`config.mk`:
```
export PLATFORM = sky130hd
export DESIGN_NAME = bp_tlb_ptw_flat
export DESIGN_NICKNAME = d
export VERILOG_FILES = /design/src/rtl/bp_tlb_ptw_pkg.sv /design/src/rtl/bp_tlb_ptw_if.sv /design/src/rtl/bp_tlb_ptw_pte_decode.sv /design/src/rtl/bp_tlb_ptw.sv /design/src/flat_wrapper.sv
export SDC_FILE = /design/constraint.sdc
export NUM_CORES = 1
export LEC_CHECK = 0
export CORE_AREA = 2 2 118 120
export DETAILED_ROUTE_END_ITERATION = 7
export DIE_AREA = 0 0 120 122
export PLACE_DENSITY = 0.74
export SETUP_SLACK_MARGIN = 0.4
export SKIP_CTS_REPAIR_TIMING = 1
export SYNTH_ARGS = -nofsm -noshare
export SYNTH_HDL_FRONTEND = slang
export SYNTH_SLANG_ARGS = --single-unit
```
`constraint.sdc`:
```
create_clock -name clk_i -period 3.3 [get_ports clk_i]
set_input_delay 0.99 -clock clk_i [delete_from_list [all_inputs] [get_ports clk_i]]
set_output_delay 0.99 -clock clk_i [all_outputs]
set_load 0.005 [all_outputs]
```
`src/rtl/bp_tlb_ptw_pkg.sv`:
```
// bp_tlb_ptw_pkg: Sv39 page-table constants, PTE layout and TLB leaf entry for the walker
package bp_tlb_ptw_pkg;

    localparam int vtag_width_p           = 27;
    localparam int paddr_width_p          = 56;
    localparam int ptag_width_lp          = paddr_width_p - 12;

    localparam int sv39_levels_gp         = 3;
    localparam int sv39_page_idx_width_gp = 9;
    localparam int sv39_pte_width_gp      = 64;
    localparam int sv39_ppn_width_gp      = 44;

    localparam int sv39_v_bit_gp = 0;
    localparam int sv39_r_bit_gp = 1;
    localparam int sv39_w_bit_gp = 2;
    localparam int sv39_x_bit_gp = 3;
    localparam int sv39_u_bit_gp = 4;
    localparam int sv39_a_bit_gp = 6;
    localparam int sv39_d_bit_gp = 7;

    typedef struct packed {
        logic [9:0]                   reserved;
        logic [sv39_ppn_width_gp-1:0] ppn;
        logic [1:0]                   rsw;
        logic                         d;
        logic                         a;
        logic                         g;
        logic                         u;
        logic                         x;
        logic                         w;
        logic                         r;
        logic                         v;
    } sv39_pte_s;

    typedef struct packed {
        logic [ptag_width_lp-1:0] ptag;
        logic                     u;
        logic                     x;
        logic                     w;
        logic                     r;
        logic                     a;
        logic                     d;
    } bp_pte_entry_leaf_s;

    localparam int entry_width_lp = $bits(bp_pte_entry_leaf_s);

endpackage

```
`src/rtl/bp_tlb_ptw_if.sv`:
```
// bp_tlb_ptw_if: PTE read bus between the walker (master) and memory (slave)
interface bp_tlb_ptw_if;
    import bp_tlb_ptw_pkg::*;

    logic                          mem_req_v;
    logic [paddr_width_p-1:0]      mem_req_paddr;
    logic                          mem_req_ready;
    logic                          mem_resp_v;
    logic [sv39_pte_width_gp-1:0]  mem_resp_data;

    modport master (
        output mem_req_v, mem_req_paddr,
        input  mem_req_ready, mem_resp_v, mem_resp_data
    );

    modport slave (
        input  mem_req_v, mem_req_paddr,
        output mem_req_ready, mem_resp_v, mem_resp_data
    );

endinterface

```
`src/rtl/bp_tlb_ptw_pte_decode.sv`:
```
// bp_tlb_ptw_pte_decode: classifies a fetched Sv39 PTE as leaf, pointer or fault
module bp_tlb_ptw_pte_decode
    import bp_tlb_ptw_pkg::*;
(
    input  logic [sv39_pte_width_gp-1:0] pte_i,
    input  logic [1:0]                   level_i,
    output logic                         leaf_o,
    output logic                         fault_o,
    output logic [sv39_ppn_width_gp-1:0] next_ppn_o
);

    sv39_pte_s pte;
    logic      misaligned;
    logic      unused;

    assign pte    = sv39_pte_s'(pte_i);
    assign unused = ^{pte.reserved, pte.rsw, pte.g, pte.u, pte.d};

    // superpage leaves must have their low PPN bits clear; any violation is a fault
    always_comb begin
        leaf_o     = pte.r | pte.x;
        next_ppn_o = pte.ppn;
        misaligned = (level_i == 2'd1 && pte.ppn[8:0] != '0) || (level_i == 2'd2 && pte.ppn[17:0] != '0);
        fault_o    = !pte.v | (!pte.r & pte.w) | (leaf_o & !pte.a) | (!leaf_o & level_i == 2'd0) | (leaf_o & misaligned);
    end

endmodule

```
`src/rtl/bp_tlb_ptw.sv`:
```
// bp_tlb_ptw: Sv39 page-table walker filling a TLB with 4 KiB-splintered leaves
module bp_tlb_ptw
    import bp_tlb_ptw_pkg::*;
(
    input  logic                         clk_i,
    input  logic                         reset_i,
    input  logic                         flush_i,
    input  logic [sv39_ppn_width_gp-1:0] satp_ppn_i,
    input  logic                         miss_v_i,
    input  logic [vtag_width_p-1:0]      miss_vtag_i,
    output logic                         miss_ready_o,
    output logic                         busy_o,
    bp_tlb_ptw_if.master                 mem,
    output logic                         tlb_w_v_o,
    output logic [vtag_width_p-1:0]      tlb_w_vtag_o,
    output logic [entry_width_lp-1:0]    tlb_w_entry_o,
    output logic                         fault_v_o,
    output logic [vtag_width_p-1:0]      fault_vtag_o
);

    typedef enum logic [2:0] {E_IDLE, E_REQ, E_RESP, E_FILL, E_FAULT, E_DRAIN} state_e;

    state_e                       state_q, state_d;
    logic [vtag_width_p-1:0]      vtag_q, vtag_d;
    logic [1:0]                   level_q, level_d;
    logic [sv39_ppn_width_gp-1:0] ppn_q, ppn_d;
    logic [5:0]                   perm_q, perm_d;
    logic                         leaf, fault;
    logic [sv39_ppn_width_gp-1:0] next_ppn;
    logic [8:0]                   vpn;
    logic [ptag_width_lp-1:0]     mask;
    bp_pte_entry_leaf_s           entry;

    bp_tlb_ptw_pte_decode decode (
        .pte_i      (mem.mem_resp_data),
        .level_i    (level_q),
        .leaf_o     (leaf),
        .fault_o    (fault),
        .next_ppn_o (next_ppn)
    );

    // walk state and captured translation context
    always_ff @(posedge clk_i) begin
        if (reset_i) begin
            state_q <= E_IDLE;
            vtag_q  <= '0;
            level_q <= '0;
            ppn_q   <= '0;
            perm_q  <= '0;
        end else begin
            state_q <= state_d;
            vtag_q  <= vtag_d;
            level_q <= level_d;
            ppn_q   <= ppn_d;
            perm_q  <= perm_d;
        end
    end

    // next-state: a flush after the request handshake leaves one response to drain
    always_comb begin
        state_d = state_q;
        vtag_d  = vtag_q;
        level_d = level_q;
        ppn_d   = ppn_q;
        perm_d  = perm_q;
        unique case (state_q)
            E_IDLE: if (miss_v_i && !flush_i) begin
                vtag_d  = miss_vtag_i;
                level_d = 2'(sv39_levels_gp - 1);
                ppn_d   = satp_ppn_i;
                state_d = E_REQ;
            end
            E_REQ: if (flush_i) state_d = mem.mem_req_ready ? E_DRAIN : E_IDLE;
                   else if (mem.mem_req_ready) state_d = E_RESP;
            E_RESP: if (flush_i) state_d = mem.mem_resp_v ? E_IDLE : E_DRAIN;
                    else if (mem.mem_resp_v) begin
                        ppn_d   = next_ppn;
                        perm_d  = {mem.mem_resp_data[sv39_u_bit_gp], mem.mem_resp_data[sv39_x_bit_gp],
                                   mem.mem_resp_data[sv39_w_bit_gp], mem.mem_resp_data[sv39_r_bit_gp],
                                   mem.mem_resp_data[sv39_a_bit_gp], mem.mem_resp_data[sv39_d_bit_gp]};
                        level_d = (fault || leaf) ? level_q : level_q - 2'd1;
                        state_d = fault ? E_FAULT : leaf ? E_FILL : E_REQ;
                    end
            E_FILL, E_FAULT: state_d = E_IDLE;
            E_DRAIN: if (mem.mem_resp_v) state_d = E_IDLE;
            default: state_d = E_IDLE;
        endcase
    end

    // low 9*level ptag bits come from the vtag so superpages land as 4 KiB entries
    always_comb begin
        vpn   = vtag_q[sv39_page_idx_width_gp*level_q +: sv39_page_idx_width_gp];
        mask  = (ptag_width_lp'(1) << (sv39_page_idx_width_gp * level_q)) - ptag_width_lp'(1);
        entry = {(ppn_q & ~mask) | (ptag_width_lp'(vtag_q) & mask), perm_q};
    end

    assign miss_ready_o      = state_q == E_IDLE && !flush_i;
    assign busy_o            = state_q != E_IDLE;
    assign mem.mem_req_v     = state_q == E_REQ;
    assign mem.mem_req_paddr = paddr_width_p'({ppn_q, vpn, 3'b000});
    assign tlb_w_v_o         = state_q == E_FILL && !flush_i;
    assign tlb_w_vtag_o      = vtag_q;
    assign tlb_w_entry_o     = entry;
    assign fault_v_o         = state_q == E_FAULT && !flush_i;
    assign fault_vtag_o      = vtag_q;

endmodule

```
`src/flat_wrapper.sv`:
```
// flat-port wrapper written by rule: the top's interface ports become plain ports
module bp_tlb_ptw_flat import bp_tlb_ptw_pkg::*;
  (clk_i, reset_i, flush_i, satp_ppn_i, miss_v_i, miss_vtag_i, miss_ready_o, busy_o, tlb_w_v_o, tlb_w_vtag_o, tlb_w_entry_o, fault_v_o, fault_vtag_o, mem_mem_req_v, mem_mem_req_paddr, mem_mem_req_ready, mem_mem_resp_v, mem_mem_resp_data);
  bp_tlb_ptw_if mem_i ();
  input  logic clk_i;
  input  logic reset_i;
  input  logic flush_i;
  input  logic [sv39_ppn_width_gp-1:0] satp_ppn_i;
  input  logic miss_v_i;
  input  logic [vtag_width_p-1:0] miss_vtag_i;
  output logic miss_ready_o;
  output logic busy_o;
  output logic tlb_w_v_o;
  output logic [vtag_width_p-1:0] tlb_w_vtag_o;
  output logic [entry_width_lp-1:0] tlb_w_entry_o;
  output logic fault_v_o;
  output logic [vtag_width_p-1:0] fault_vtag_o;
  output wire logic [$bits(mem_i.mem_req_v)-1:0] mem_mem_req_v;
  output wire logic [$bits(mem_i.mem_req_paddr)-1:0] mem_mem_req_paddr;
  input wire logic [$bits(mem_i.mem_req_ready)-1:0] mem_mem_req_ready;
  input wire logic [$bits(mem_i.mem_resp_v)-1:0] mem_mem_resp_v;
  input wire logic [$bits(mem_i.mem_resp_data)-1:0] mem_mem_resp_data;
  assign mem_mem_req_v = mem_i.mem_req_v;
  assign mem_mem_req_paddr = mem_i.mem_req_paddr;
  assign mem_i.mem_req_ready = mem_mem_req_ready;
  assign mem_i.mem_resp_v = mem_mem_resp_v;
  assign mem_i.mem_resp_data = mem_mem_resp_data;
  bp_tlb_ptw u_core (.clk_i(clk_i), .reset_i(reset_i), .flush_i(flush_i), .satp_ppn_i(satp_ppn_i), .miss_v_i(miss_v_i), .miss_vtag_i(miss_vtag_i), .miss_ready_o(miss_ready_o), .busy_o(busy_o), .mem(mem_i), .tlb_w_v_o(tlb_w_v_o), .tlb_w_vtag_o(tlb_w_vtag_o), .tlb_w_entry_o(tlb_w_entry_o), .fault_v_o(fault_v_o), .fault_vtag_o(fault_vtag_o));
endmodule
```
[Yosys cells after proc, flatten, opt, wreduce, memory -nomap -nowiden]
Cells that the tools add are included.
Word-level totals
  register bits after elaboration: 82
Operators by class
  add/sub/neg operators: 2
  $mul: 1
  mux-type cells: 20
  shifts and indexed selects: 2
  reduce and logical (&&, ||, !) cells: 24
  bitwise gates (word level): 14
  eq/ne operators: 14
Operators by type and width (number)
  44-bit two-way mux: 3
  44-bit case mux with 2 select lines: 1
  27-bit by 44-bit bitwise AND with 44-bit output: 1
  44-bit bitwise AND: 1
  44-bit inverter: 1
  44-bit OR: 1
  1-bit by 6-bit << shifter with 44-bit output, first input constant: 1
  44-bit by 2-bit subtractor with 44-bit output, second input constant: 1
  3-bit two-way mux: 9
  27-bit by 7-bit variable part select with 9-bit output: 1
  18-bit nonzero test: 1
  3-bit case mux with 4 select lines: 1
  2-bit two-way mux: 5
  9-bit nonzero test: 1
  2-bit inequality test, second input constant: 4
  4-bit AND reduction: 2
  3-bit by 2-bit equality test with 1-bit output, second input constant: 2
  3-bit equality test, second input constant: 2
  1-bit logical AND: 6
  4-bit by 2-bit multiplier with 6-bit output, first input constant: 1
  1-bit logical NOT: 5
  1-bit OR: 5
  5-bit AND reduction: 1
  1-bit bitwise AND: 4
  16 further kinds: 17

[Depth between registers and ports, before layout]
  word-level depth: 11
  gate-level depth with buffers: 8
  gate-level depth less buffers: 7

[By module]
From an unflattened synthesis, not the netlist that was laid out.
Unflattened totals
  cell total of the unflattened synthesis: 566
  area, all modules: 5078.6 µm²
Modules (own cells, without submodules)
  bp_tlb_ptw: cells an instance 505, times used 1, area an instance 4634.4 µm², seq. area each 1641.6 µm²
  bp_tlb_ptw_pte_decode: cells an instance 61, times used 1, area an instance 444.2 µm², seq. area each 0.0 µm²

[Worst setup path after synthesis]
OpenSTA, ideal clock, no wires.
  path kind: reg-to-output
  from: register u_core.level_q[0]
  to: output tlb_w_entry_o[34]
  cell stages (with the launch flop): 9
  data arrival time: 2.058 ns
  setup slack: 0.252 ns
  required time: 2.310 ns
  path through: dfxtp_1 > inv_1 > ha_1 > clkbuf_1 > inv_1 > ha_1 > clkbuf_1 > nor3b_1 > nor2b_1
Between the ends
  word-level cells in the longest chain between the ends: 6
RTL lines
  start, declared: RTL line bp_tlb_ptw.sv:25  | logic [1:0] level_q, level_d;
  start signal, assigned: RTL line bp_tlb_ptw.sv:53  | level_q <= level_d;
  4-bit by 2-bit multiplier with 6-bit output *: RTL line bp_tlb_ptw.sv:93  | mask = (ptag_width_lp'(1) << (sv39_page_idx_width_gp * level_q)) - ptag_width_lp'(1);
  1-bit by 6-bit << shifter with 44-bit output *: RTL line bp_tlb_ptw.sv:93
  44-bit by 2-bit subtractor with 44-bit output *: RTL line bp_tlb_ptw.sv:93
  44-bit inverter: RTL line bp_tlb_ptw.sv:94  | entry = {(ppn_q & ~mask) | (ptag_width_lp'(vtag_q) & mask), perm_q};
  44-bit bitwise AND: RTL line bp_tlb_ptw.sv:94
  44-bit OR *: RTL line bp_tlb_ptw.sv:94
  end, declared: RTL line flat_wrapper.sv:15  | output logic [entry_width_lp-1:0] tlb_w_entry_o;
Every way passes the cells marked *; elsewhere a longest branch is shown, timed or not.

[Worst setup path in the final report]
  from: register u_core.level_q[1]
  to: output tlb_w_entry_o[21]
The elaborated chain is that of the path after synthesis.

==> results by group <==
Power and ir drop
  – Total power: ~3.2 mW
  – Leakage: 3.137 nW
  – Power Density: around 400 nW/um^2
  – Peak supply drop: ~0.22 mV

Hold path
  – Hold WC Path Type: reg2reg
  – Cell depth of the worst hold path: 2

Yosys
  – Compound-Gate Fraction of Synth Area: 14.98%
  – Yosys warns: 0
  – Post-synth EDFFs: 0
  – Share of async-settable or async-resettable flops after synthesis: 0%
  – Sequential element share of the synthesized area: between 30% and 40%
  – Yosys top cell by area: dfxtp_1
  – Cell Area, Synth: ~4500 sq um
  – Largest family of logic cells by synthesized area: multiplexers
  – Simple-Gate Fraction of Synth Area: between 10% and 20%
  – Synth Area in XOR/XNOR: 0%
  – Synth Area in Adders: about 1.7%
  – Top cells by area, synth: dfxtp_1 37%, mux2i_1 13%, a211oi_1 7.4%, mux2_2 6.8%, nand2_1 5.7%
  – Synth Instances: 518
  – Synthesized area per cell: 8.626 sq um
  – Synth Register Bits: 82
  – Top_reg_cell synth: dfxtp_1
  – Synth unique cells: between 40 and 50
  – Yosys top cell area share: between 30% and 40%
  – Mux contribution to synthesized area: 20.25%

STA
  – Final min period: 3.073 ns
  – Actual slew at the worst max-slew pin: about 0.86 ns
  – F_max: ~330 MHz
  – Clock Skews: 0.008133 ns
  – Worst hold slack: 0.4991 ns
  – Final Slew Violations: 0
  – Final setup fails: 0
  – Post-route setup slack: 0.2273 ns
  – Final Hold Vio Count: 0
  – RSZ-0062 raised after global routing: yes
  – Slew margin rel.: 42.67%
  – Final period util: between 90 and 100%

Finish
  – Fin area: 7854 sq um
  – Non-Filler Instances: about 950
  – Commonest cells after routing, fill and taps aside: 264 x clkdlybuf4s50_1, 78 x dfxtp_1, 68 x nand2_1
  – Most common cell after layout, fill and taps aside: clkdlybuf4s50_1
  – Diode count: 0
  – Final net count: ~900
  – Area grow syn2layout: 75.78%
  – Layout cells sized above 1: about an eighth

Floorplan
  – Total core area: around 14000 sq um
  – Initial Utilization: between 30% and 40%
  – Die X: between 100 and 150 microns
  – Die Area: approximately 15000 sq um
  – Die height: 122 microns
  – Std cell rows: 43
  – # IOs: 306

Setup path
  – Critical Path RT: about 2.3 ns
  – WP depth: 7
  – Critical Path Start Type: flop
  – R2R cell count: 5
  – Critical path peak fanout: 7
  – WP buf/inv: 4
  – CP max stage cell: clkdlybuf4s50_1
  – Worst Setup End Kind: primary output
  – CP Class: reg2out
  – WP data arrival: ~2.1 ns
  – Crit path largest cell delay: ~0.45 ns
  – Top delay family on crit path: buffers and inverters
  – Critical-path cell list: inv_4, ha_2, inv_2, ha_4, buf_8, mux2_2, clkdlybuf4s50_1

Clocking
  – Clock buffer count from CTS: 9
  – Reg clk slew, reported paths: around 0.070 ns
  – Clock root cell: clkbuf_16
  – CTS tree: yes
  – Deepest clock path buffer count: 2
  – H-Tree Level Count: 3
  – Number of clock sinks: 82
  – Clk_lat worst skew: between 0.3 and 0.4 ns

Placement
  – Final HPWL DP: between 10000 and 15000 microns
  – Dpl cell area: around 7300 sq um
  – Placed Cells: slightly above 900
  – Setup WS pre-CTS: about 0.017 ns
  – Buffers on Ports: ~290
  – Routability congestion estimate: around 0.85

Global route
  – Overflow after GRT: 0
  – Initial antenna violation count: 0
  – Vias in the first global route: between 4k and 5k
  – Global-route wire length before repair: 24860 microns
  – GRT Util Overall: between 20% and 30%
  – Largest net degree at the start of global routing: 59

Detailed routing
  – # DRC: 0
  – Drt via density: 4.911
  – Post-DR wirelength/cell: between 15 and 20 microns
  – Post-DRT Antenna Nets: 0
  – Vias: between 4k and 5k
  – DR iter-0 viols: 288
  – Detailed Routing Iterations Pass 1: 4
  – Total wire length: between 15000 and 20000 microns

Flow run
  – Max-cap violations: 0

Run status
  – Status: finished, final reports clean
-- synthesized netlist by cell type (3+ instances only) --
master	n
dfxtp_1	82
buf_2	8
buf_4	32
mux2_2	27
nor2_1	61
mux2i_1	60
o21ai_0	9
nand2b_1	3
a211oi_1	44
nand2_1	68
nor2b_1	7
buf_6	4
o22ai_1	3
ha_1	6
a21oi_1	28
clkbuf_1	33
inv_1	8
-- layout make-up --
class,instances,area (sq um)
Clock buffer,9,225.2
Sequential cell,82,1647
Inverter,8,35.03
Fill cell,1202,5650
Timing Repair Buffer,309,3159
Clock inverter,7,117.6
Tap cell,180,225.2
Multi-Input combinational cell,352,2445
-- stage by stage --
stage / util (%) / TNS (ns)
after floorplan: - / 0
after global placement: 53.90 / 0
after detailed placement: 53.90 / 0
after CTS: 56.43 / -0.3504
after global routing: 58.16 / 0
final: 58.16 / 0
-- cells by family after synthesis --
family | count (synthesis)
AO/OA/AOI/OAI | 99
adder cells (fa/ha/maj) | 6
buffers and inverters | 86
flip-flops | 82
multiplexers | 87
other | 1
AND/OR/NAND/NOR | 157
-- worst paths after layout --
kind	slack, ns	end	from
worst min register to register	0.50	u_core.perm_q[3]$_SDFFE_PP0P_	u_core.perm_q[3]$_SDFFE_PP0P_
worst max-delay path	0.23	tlb_w_entry_o[21]	u_core.level_q[1]$_SDFFE_PP0P_
worst min-delay path	0.50	u_core.perm_q[3]$_SDFFE_PP0P_	u_core.perm_q[3]$_SDFFE_PP0P_
worst max register to register	0.87	u_core.ppn_q[18]$_SDFFE_PP0P_	u_core.state_q[1]$_SDFFE_PP0P_
-- power by group --
| group | total (mW) | internal, mW | switching [mW] |
|---|---|---|---|
| clock | 1.16 | 0.739 | 0.422 |
| combinational | 0.873 | 0.548 | 0.324 |
| sequential | 1.16 | 1.07 | 0.0918 |
-- routing by layer --
metal | share of wire (%) | track usage, %
met1 | 42 | 27.36
met2 | 51 | 37.93
met3 | 5.8 | 3.652
met4 | 2.0 | 7.574
met5 | 0 | 0
-- state kept, by name, summed over array words and instances, names as in the netlist --
register,cells
u_core.perm_q,6
u_core.fault_vtag_o,27
u_core.state_q,3
u_core.level_q,2
u_core.ppn_q,44
-- worst register-to-register path, cell delays in order, from the launching register on --
cell and delay, ns:
dfxtp_1 0.62, nand2b_1 0.28, nor2_4 0.61, buf_12 0.31
mux2i_1 0.33, a211oi_1 0.12
No activity file was read; power rests on OpenSTA's default activity.
